## src/rtl/vga_timing_gen.sv

```systemverilog
// Parametrised VGA raster timing generator: divides the system clock to a pixel
// rate and produces sync/blank, pixel coordinates, line/frame strobes and a frame counter.
module vga_timing_gen #(
  parameter int H_ACTIVE  = 640,
  parameter int H_FP      = 16,
  parameter int H_SYNC    = 96,
  parameter int H_BP      = 48,
  parameter int V_ACTIVE  = 480,
  parameter int V_FP      = 10,
  parameter int V_SYNC    = 2,
  parameter int V_BP      = 33,
  parameter int CLK_DIV   = 2,
  parameter bit HSYNC_POL = 1'b0,
  parameter bit VSYNC_POL = 1'b0,
  parameter int COORD_W   = 10
) (
  input  logic               clock,
  input  logic               reset,
  input  logic               enable,
  output logic               vga_clk,
  output logic               pix_tick,
  output logic               hsync,
  output logic               vsync,
  output logic               blank,
  output logic [COORD_W-1:0] x,
  output logic [COORD_W-1:0] y,
  output logic               line_start,
  output logic               frame_start,
  output logic [7:0]         frame_count
);

  localparam int H_TOTAL = H_ACTIVE + H_FP + H_SYNC + H_BP;
  localparam int V_TOTAL = V_ACTIVE + V_FP + V_SYNC + V_BP;
  localparam int DIV_W   = (CLK_DIV > 1) ? $clog2(CLK_DIV) : 1;

  logic [DIV_W-1:0]   div_cnt;
  logic [DIV_W-1:0]   div_nxt;
  logic [COORD_W-1:0] x_nxt;
  logic [COORD_W-1:0] y_nxt;
  logic               x_wrap;
  logic               y_wrap;

  function automatic logic h_level(input logic [COORD_W-1:0] xv);
    if (xv >= COORD_W'(H_ACTIVE + H_FP) && xv < COORD_W'(H_ACTIVE + H_FP + H_SYNC))
      return HSYNC_POL;
    return ~HSYNC_POL;
  endfunction

  function automatic logic v_level(input logic [COORD_W-1:0] yv);
    if (yv >= COORD_W'(V_ACTIVE + V_FP) && yv < COORD_W'(V_ACTIVE + V_FP + V_SYNC))
      return VSYNC_POL;
    return ~VSYNC_POL;
  endfunction

  function automatic logic blank_level(input logic [COORD_W-1:0] xv,
                                       input logic [COORD_W-1:0] yv);
    return !(xv < COORD_W'(H_ACTIVE) && yv < COORD_W'(V_ACTIVE));
  endfunction

  always_comb begin
    pix_tick = enable && (div_cnt == DIV_W'(CLK_DIV - 1));
    div_nxt  = pix_tick ? '0 : div_cnt + DIV_W'(1);
    x_wrap   = (x == COORD_W'(H_TOTAL - 1));
    y_wrap   = (y == COORD_W'(V_TOTAL - 1));
    x_nxt    = x_wrap ? '0 : x + COORD_W'(1);
    y_nxt    = y;
    if (x_wrap)
      y_nxt = y_wrap ? '0 : y + COORD_W'(1);
  end

  // Sync and blank are decoded from the next coordinates so they land with x/y.
  always_ff @(posedge clock or posedge reset) begin
    if (reset) begin
      div_cnt     <= '0;
      vga_clk     <= 1'b0;
      x           <= '0;
      y           <= '0;
      hsync       <= ~HSYNC_POL;
      vsync       <= ~VSYNC_POL;
      blank       <= 1'b0;
      line_start  <= 1'b0;
      frame_start <= 1'b0;
      frame_count <= 8'd0;
    end else begin
      line_start  <= 1'b0;
      frame_start <= 1'b0;
      if (enable) begin
        div_cnt <= div_nxt;
        vga_clk <= (div_nxt >= DIV_W'(CLK_DIV / 2));
      end
      if (pix_tick) begin
        x           <= x_nxt;
        y           <= y_nxt;
        hsync       <= h_level(x_nxt);
        vsync       <= v_level(y_nxt);
        blank       <= blank_level(x_nxt, y_nxt);
        line_start  <= x_wrap;
        frame_start <= x_wrap && y_wrap;
        if (x_wrap && y_wrap)
          frame_count <= frame_count + 8'd1;
      end
    end
  end

endmodule

```

## config.mk

```make
export PLATFORM = sky130hd
export DESIGN_NAME = vga_timing_gen
export DESIGN_NICKNAME = d
export VERILOG_FILES = /design/src/rtl/vga_timing_gen.sv
export SDC_FILE = /design/constraint.sdc
export NUM_CORES = 1
export LEC_CHECK = 0
export ABC_AREA = 1
export CELL_PAD_IN_SITES_DETAIL_PLACEMENT = 0
export CELL_PAD_IN_SITES_GLOBAL_PLACEMENT = 1
export CORE_MARGIN = 4
export CORE_UTILIZATION = 38
export DETAILED_ROUTE_END_ITERATION = 6
export PLACE_DENSITY_LB_ADDON = 0.1
export SYNTH_ARGS = -nofsm -noshare
export SYNTH_HDL_FRONTEND = slang
export SYNTH_SLANG_ARGS = --single-unit
```

## constraint.sdc

```tcl
create_clock -name clock -period 2.18 [get_ports clock]
set_input_delay 0.436 -clock clock [delete_from_list [all_inputs] [get_ports clock]]
set_output_delay 0.436 -clock clock [all_outputs]
set_load 0.1 [all_outputs]
```

======== Word-level counts from Yosys, hierarchy flattened ========
Cells that the tools add are included.
word-level totals
  flip-flop bits (word level) ............. 35
  output and inout port bits .............. 35
  word-level logic and storage cells ...... 44
cells by class
  add/sub/neg operators ................... 4
  $lt $le $gt $ge ......................... 7
  equality and inequality tests ........... 2
  mux-type cells .......................... 14
  reduce and logical (&&, ||, !) cells .... 7
operators with widths
  operator                                                                       count
  10-bit 2-to-1 mux                                                              3
  10-bit by 1-bit adder with 10-bit output, second input constant                2
  10-bit == test, second input constant                                          2
  10-bit less-than comparator, second input constant                             2
  10-bit by 9-bit less-than comparator with 1-bit output, second input constant  2
  1-bit 2-to-1 mux                                                               11
  10-bit >= comparator, second input constant                                    1
  10-bit by 9-bit >= comparator with 1-bit output, second input constant         1
  8-bit by 1-bit adder with 8-bit output, second input constant                  1
  1-bit logical AND                                                              5
  2-bit AND reduction                                                            1
  1-bit adder, second input constant                                             1
  1-bit >= comparator, second input constant                                     1
  1-bit zero test                                                                1

======== Logic depth before layout (Yosys ltp) ========
  depth after elaboration ................. 8
  gate-level depth with buffers ........... 13
  depth with buffers taken out ............ 13

======== Least setup slack after synthesis ========
Ideal clock, no wire load.
  path type ............................... register -> output
  start point ............................. register vga_clk (netlist name)
  end point ............................... output pix_tick
  arrival ................................. 2067 ps
  required time ........................... 1744 ps
  slack ................................... -323 ps
  cell stages (with the launch flop) ...... 5
  path buffers ............................ 2
  cell sequence ........................... dfrtp_1 > nand2_1 > clkbuf_1 > inv_1 > buf_2
RTL lines
  element    RTL line  RTL
  to (decl)  21        output logic pix_tick,

======== Worst setup path after layout ========
  start point ............................. input enable
  end point ............................... output pix_tick
on the way
  word-level cells in the longest chain between the ends .. 1
ends and longest elaborated chain
  element            RTL line  RTL
  from (decl)        19        input logic enable,
  1-bit logical AND  61        pix_tick = enable && (div_cnt == DIV_W'(CLK_DIV - 1));
No other way between the ends.

==> Flow_metrics.wiki <==
{| class="wikitable"
! Metric !! Value
|-
| Maximum clock skew at final layout || roughly 0.0029 ns
|-
| Maximum fanout count along the critical path || 5
|-
| Arrival time at the worst endpoint || approximately 1.5 ns
|-
| Maximum clock path buffer count || 2
|-
| Total via count after detailed routing || between 1,500 and 2,000
|-
| Cell with the largest stage delay on the worst path || clkdlybuf4s50_1
|-
| Antenna Nets Post-Route || 0
|-
| Total design power || approximately 3.1 mW
|-
| Avg Synthesized Cell Area || 7.616 um2
|-
| Critical path startpoint || enable
|-
| Clock network fraction of total power || 0.143
|-
| CTS tree || done
|-
| Post-route fraction of the period consumed by the critical path || 0.8979
|-
| Area added between synthesis and finish || 23.50%
|-
| TritonCTS Buffers || 5
|-
| Part of the total power dissipated in sequential elements || 0.305
|-
| Cell with the most instances after synthesis || nand2_1
|-
| Sequential-to-total area share from yosys stat || 0.4228
|-
| Antenna diode instance count || 0
|-
| Power density over the cells || 1259 nW/um2
|-
| Peak VDD IR || ~0.00089 V
|-
| Final RePlAce weighted congestion || approximately 0.76
|-
| Shortest period the worst path allows || a little under 2 ns
|-
| Register bit total from synthesis || 34
|-
| Clock network latency to the later pin of the worst-skew pair || ~0.28 ns
|-
| Count of different cell masters after synthesis || 29
|-
| DP Wirelength || between 3000 and 4000 um
|-
| # IOs || 38
|-
| Fraction of power spent switching nets || 0.5681
|-
| Fraction of synthesis flops using an asynchronous set or reset pin || 1.000
|-
| Standby leakage power || roughly 1.2 nW
|-
| Routed length per instance || roughly 13 um
|-
| Switching power || between 1.5 and 2 mW
|-
| Biggest area consumer among synthesized cells || dfrtp_1
|-
| Post-route standard cell area excluding fillers || between 2000 and 2500 um2
|-
| Chip Height || 80.88 um
|-
| Primary flip-flop cell chosen by synthesis mapping || dfrtp_1
|-
| Setup slack of the critical path after layout || 0.2226 ns
|-
| Total overflow reported by the global router || 0
|-
| Part of the power in combinational logic || 0.553
|-
| Net count after synthesis || 273
|-
| Largest stage delay, worst path || 0.49 ns
|-
| Fraction of final layout cells with drive strength greater than 1 || 0.2370
|-
| Layout Nets || ~320
|-
| Worst setup path class || primary input to primary output
|-
| Core Footprint || roughly 5100 um2
|-
| First-pass GRT wire length || 7879 um
|-
| Remaining DRCs || 0
|-
| Fraction of post-synthesis cell area in the top cell type by area || 0.3968
|-
| Count of synthesis-stage warnings from yosys || 0
|-
| Die Width || 80.88 um
|-
| Max-slew violation count || 0
|-
| Worst slew margin || 0.7049
|-
| Top post-synthesis cells by count || nand2_1 (71), dfrtp_1 (32), inv_1 (31)
|-
| Clock Root Buffer || clkbuf_8
|-
| Unrepaired setup endpoints after global routing || false
|-
| Synthesized cell area || approximately 2000 um2
|-
| Max-cap viol count || 0
|-
| Cell area reported after detailed placement || 2410 um2
|-
| Class of the worst hold path || flip-flop to flip-flop
|-
| Setup Buffers After CTS || 0
|-
| Status || finished clean
|-
| Setup-violating endpoint count in the final report || 0
|-
| Actual slew at the worst max-slew pin || ~0.44 ns
|-
| Initial antenna violation count || 0
|-
| Port-buffer cells || 37
|-
| Site Rows || 26
|-
| Worst r2r src || x[1]
|-
| Critical Path Start Type || primary input
|-
| Number of enable flip-flop cells after synthesis || 0
|-
| Number of DRC markers in iteration 0 || 54
|-
| Gate Count Post-Synth || between 200 and 300
|-
| Post-DR vias/cell || about 4.7
|-
| Via count of the first global-routing pass || ~1,600
|-
| Number of hold-slack violations in the final timing report || 0
|-
| Top cells by area, synth || dfrtp_1 (40%), nand2_1 (13%), inv_1 (5.8%), nand3_1 (5.2%), o21ai_0 (5.2%)
|-
| Required time of the critical path || approximately 1.7 ns
|-
| Sum Neg Setup Slack || 0 ns
|-
| Count of hold buffers inserted by post-cts repair || 0
|-
| Setup slack at placement || 0.2184 ns
|-
| Crit-path cells || clkdlybuf4s50_1 -> nand2_1 -> inv_1 -> buf_12
|-
| PostCTS Resize Cnt || 0
|-
| Die Area || between 6000 and 7000 um2
|-
| GRT Resource Usage Total || 0.1578
|-
| Maximum frequency from static timing analysis || about 0.51 GHz
|-
| CTS clk-pin slew, worst paths || 0.07 ns
|-
| Largest net degree at the start of global routing || 35
|-
| Cell internal power dissipation || around 1.4 mW
|-
| Total length of routed wires || 4727 um
|-
| CTS HTree Levels || 2
|-
| DR pass1 iterations || 4
|-
| Effective utilization at floorplan || 0.3926
|-
| Worst hold start || frame_count[7]
|-
| Critical Path Sink Type || primary output
|-
| TritonCTS Sinks || 34
|}
## critical path, delay by kind of cell
kind / cells / cell delay (ns)
and+or+nand+nor: 1 / 0.16
buffers and inverters: 3 / 0.91
## flip-flops by register name, summed over array words and instances, names as in the netlist
register	flops
blank	1
frame_count	8
vsync	1
y	10
x	10
frame_start	1
hsync	1
line_start	1
vga_clk	1
## path summary, 6_finish.rpt
path	end	slack, ns	cells past startpoint
setup reg to reg	vsync	0.30	11
hold reg to reg	frame_count[7]	0.47	1
max in group asynchronous	vsync	1.29	3
setup / recovery	pix_tick	0.22	4
min in group asynchronous	frame_count[1]	0.54	3
hold / removal	frame_count[7]	0.47	1
## placed cells by master, fill, tap and decap left out
master / netlist / final
inv_1: 31 / 31
dfrtp_2: 0 / 8
nor2_2: 2 / 2
o21a_1: 2 / 2
a21oi_1: 7 / 7
clkbuf_8: 0 / 5
buf_4: 0 / 39
nand3b_2: 1 / 1
buf_12: 0 / 1
o21ai_1: 1 / 1
nand3_2: 2 / 2
nand3b_1: 1 / 1
xor2_1: 9 / 9
nand3_1: 21 / 21
dfrtp_1: 32 / 24
xnor2_1: 3 / 3
nand2_2: 1 / 1
nor2_8: 1 / 1
nor2_4: 2 / 2
ha_1: 5 / 5
dfstp_2: 2 / 2
nand2_1: 71 / 71
nor3_1: 7 / 7
nor2_1: 25 / 25
o21ai_0: 21 / 21
nor3_2: 2 / 2
inv_2: 2 / 2
clkbuf_1: 2 / 1
nand2_4: 2 / 2
clkdlybuf4s50_1: 0 / 2
or2_2: 1 / 1
nand4_1: 4 / 4
clkinv_2: 0 / 2
## logic make-up after synthesis
| kind of cell | count (synthesis) | synth area share |
|---|---|---|
| buf+inv | 40 | 0.08060 |
| fa+ha+maj | 5 | 0.03100 |
| simple gates | 143 | 0.3342 |
| xor+xnor | 12 | 0.05208 |
| flops | 34 | 0.4228 |
| compound gates | 31 | 0.07935 |
## metrics by stage
| step | hold WS [ns] | util | cells |
|---|---|---|---|
| after floorplan | 0.5743 | - | 265 |
| after global placement | 0.4582 | 0.4688 | 370 |
| after detailed placement | 0.4582 | 0.4688 | 370 |
| after CTS | 0.4724 | 0.4849 | 378 |
| after global routing | 0.4942 | 0.4849 | 378 |
| final | 0.4681 | 0.4849 | 378 |
## routing by layer
layer | track usage | vias up | routed length, um
met5 | 0 | - | 0
met4 | 0.07601 | 0 | 113
met3 | 0.02550 | 9 | 155
met2 | 0.2521 | 30 | 2285
met1 | 0.2075 | 796 | 2173
li1 | - | 923 | -
## layout make-up
class,instances,area (um2)
well taps,70,87.58
clock inverters,2,10.01
multi-input cells,191,1002
flip-flops and latches,34,863.3
repair buffers,42,332.8
fillers,562,2648
inverters,33,123.9
clock buffers,6,72.57
## power by group through the flow
stage	clock network, mW	logic [mW]	registers, mW
floorplan	0	0.463	1.86
global placement	0	1.74	0.977
detailed placement	0	1.74	0.975
CTS	0.476	1.75	0.962
global route	0.504	1.83	0.992
finish	0.448	1.73	0.956
Power figures use the tool's default switching activity.
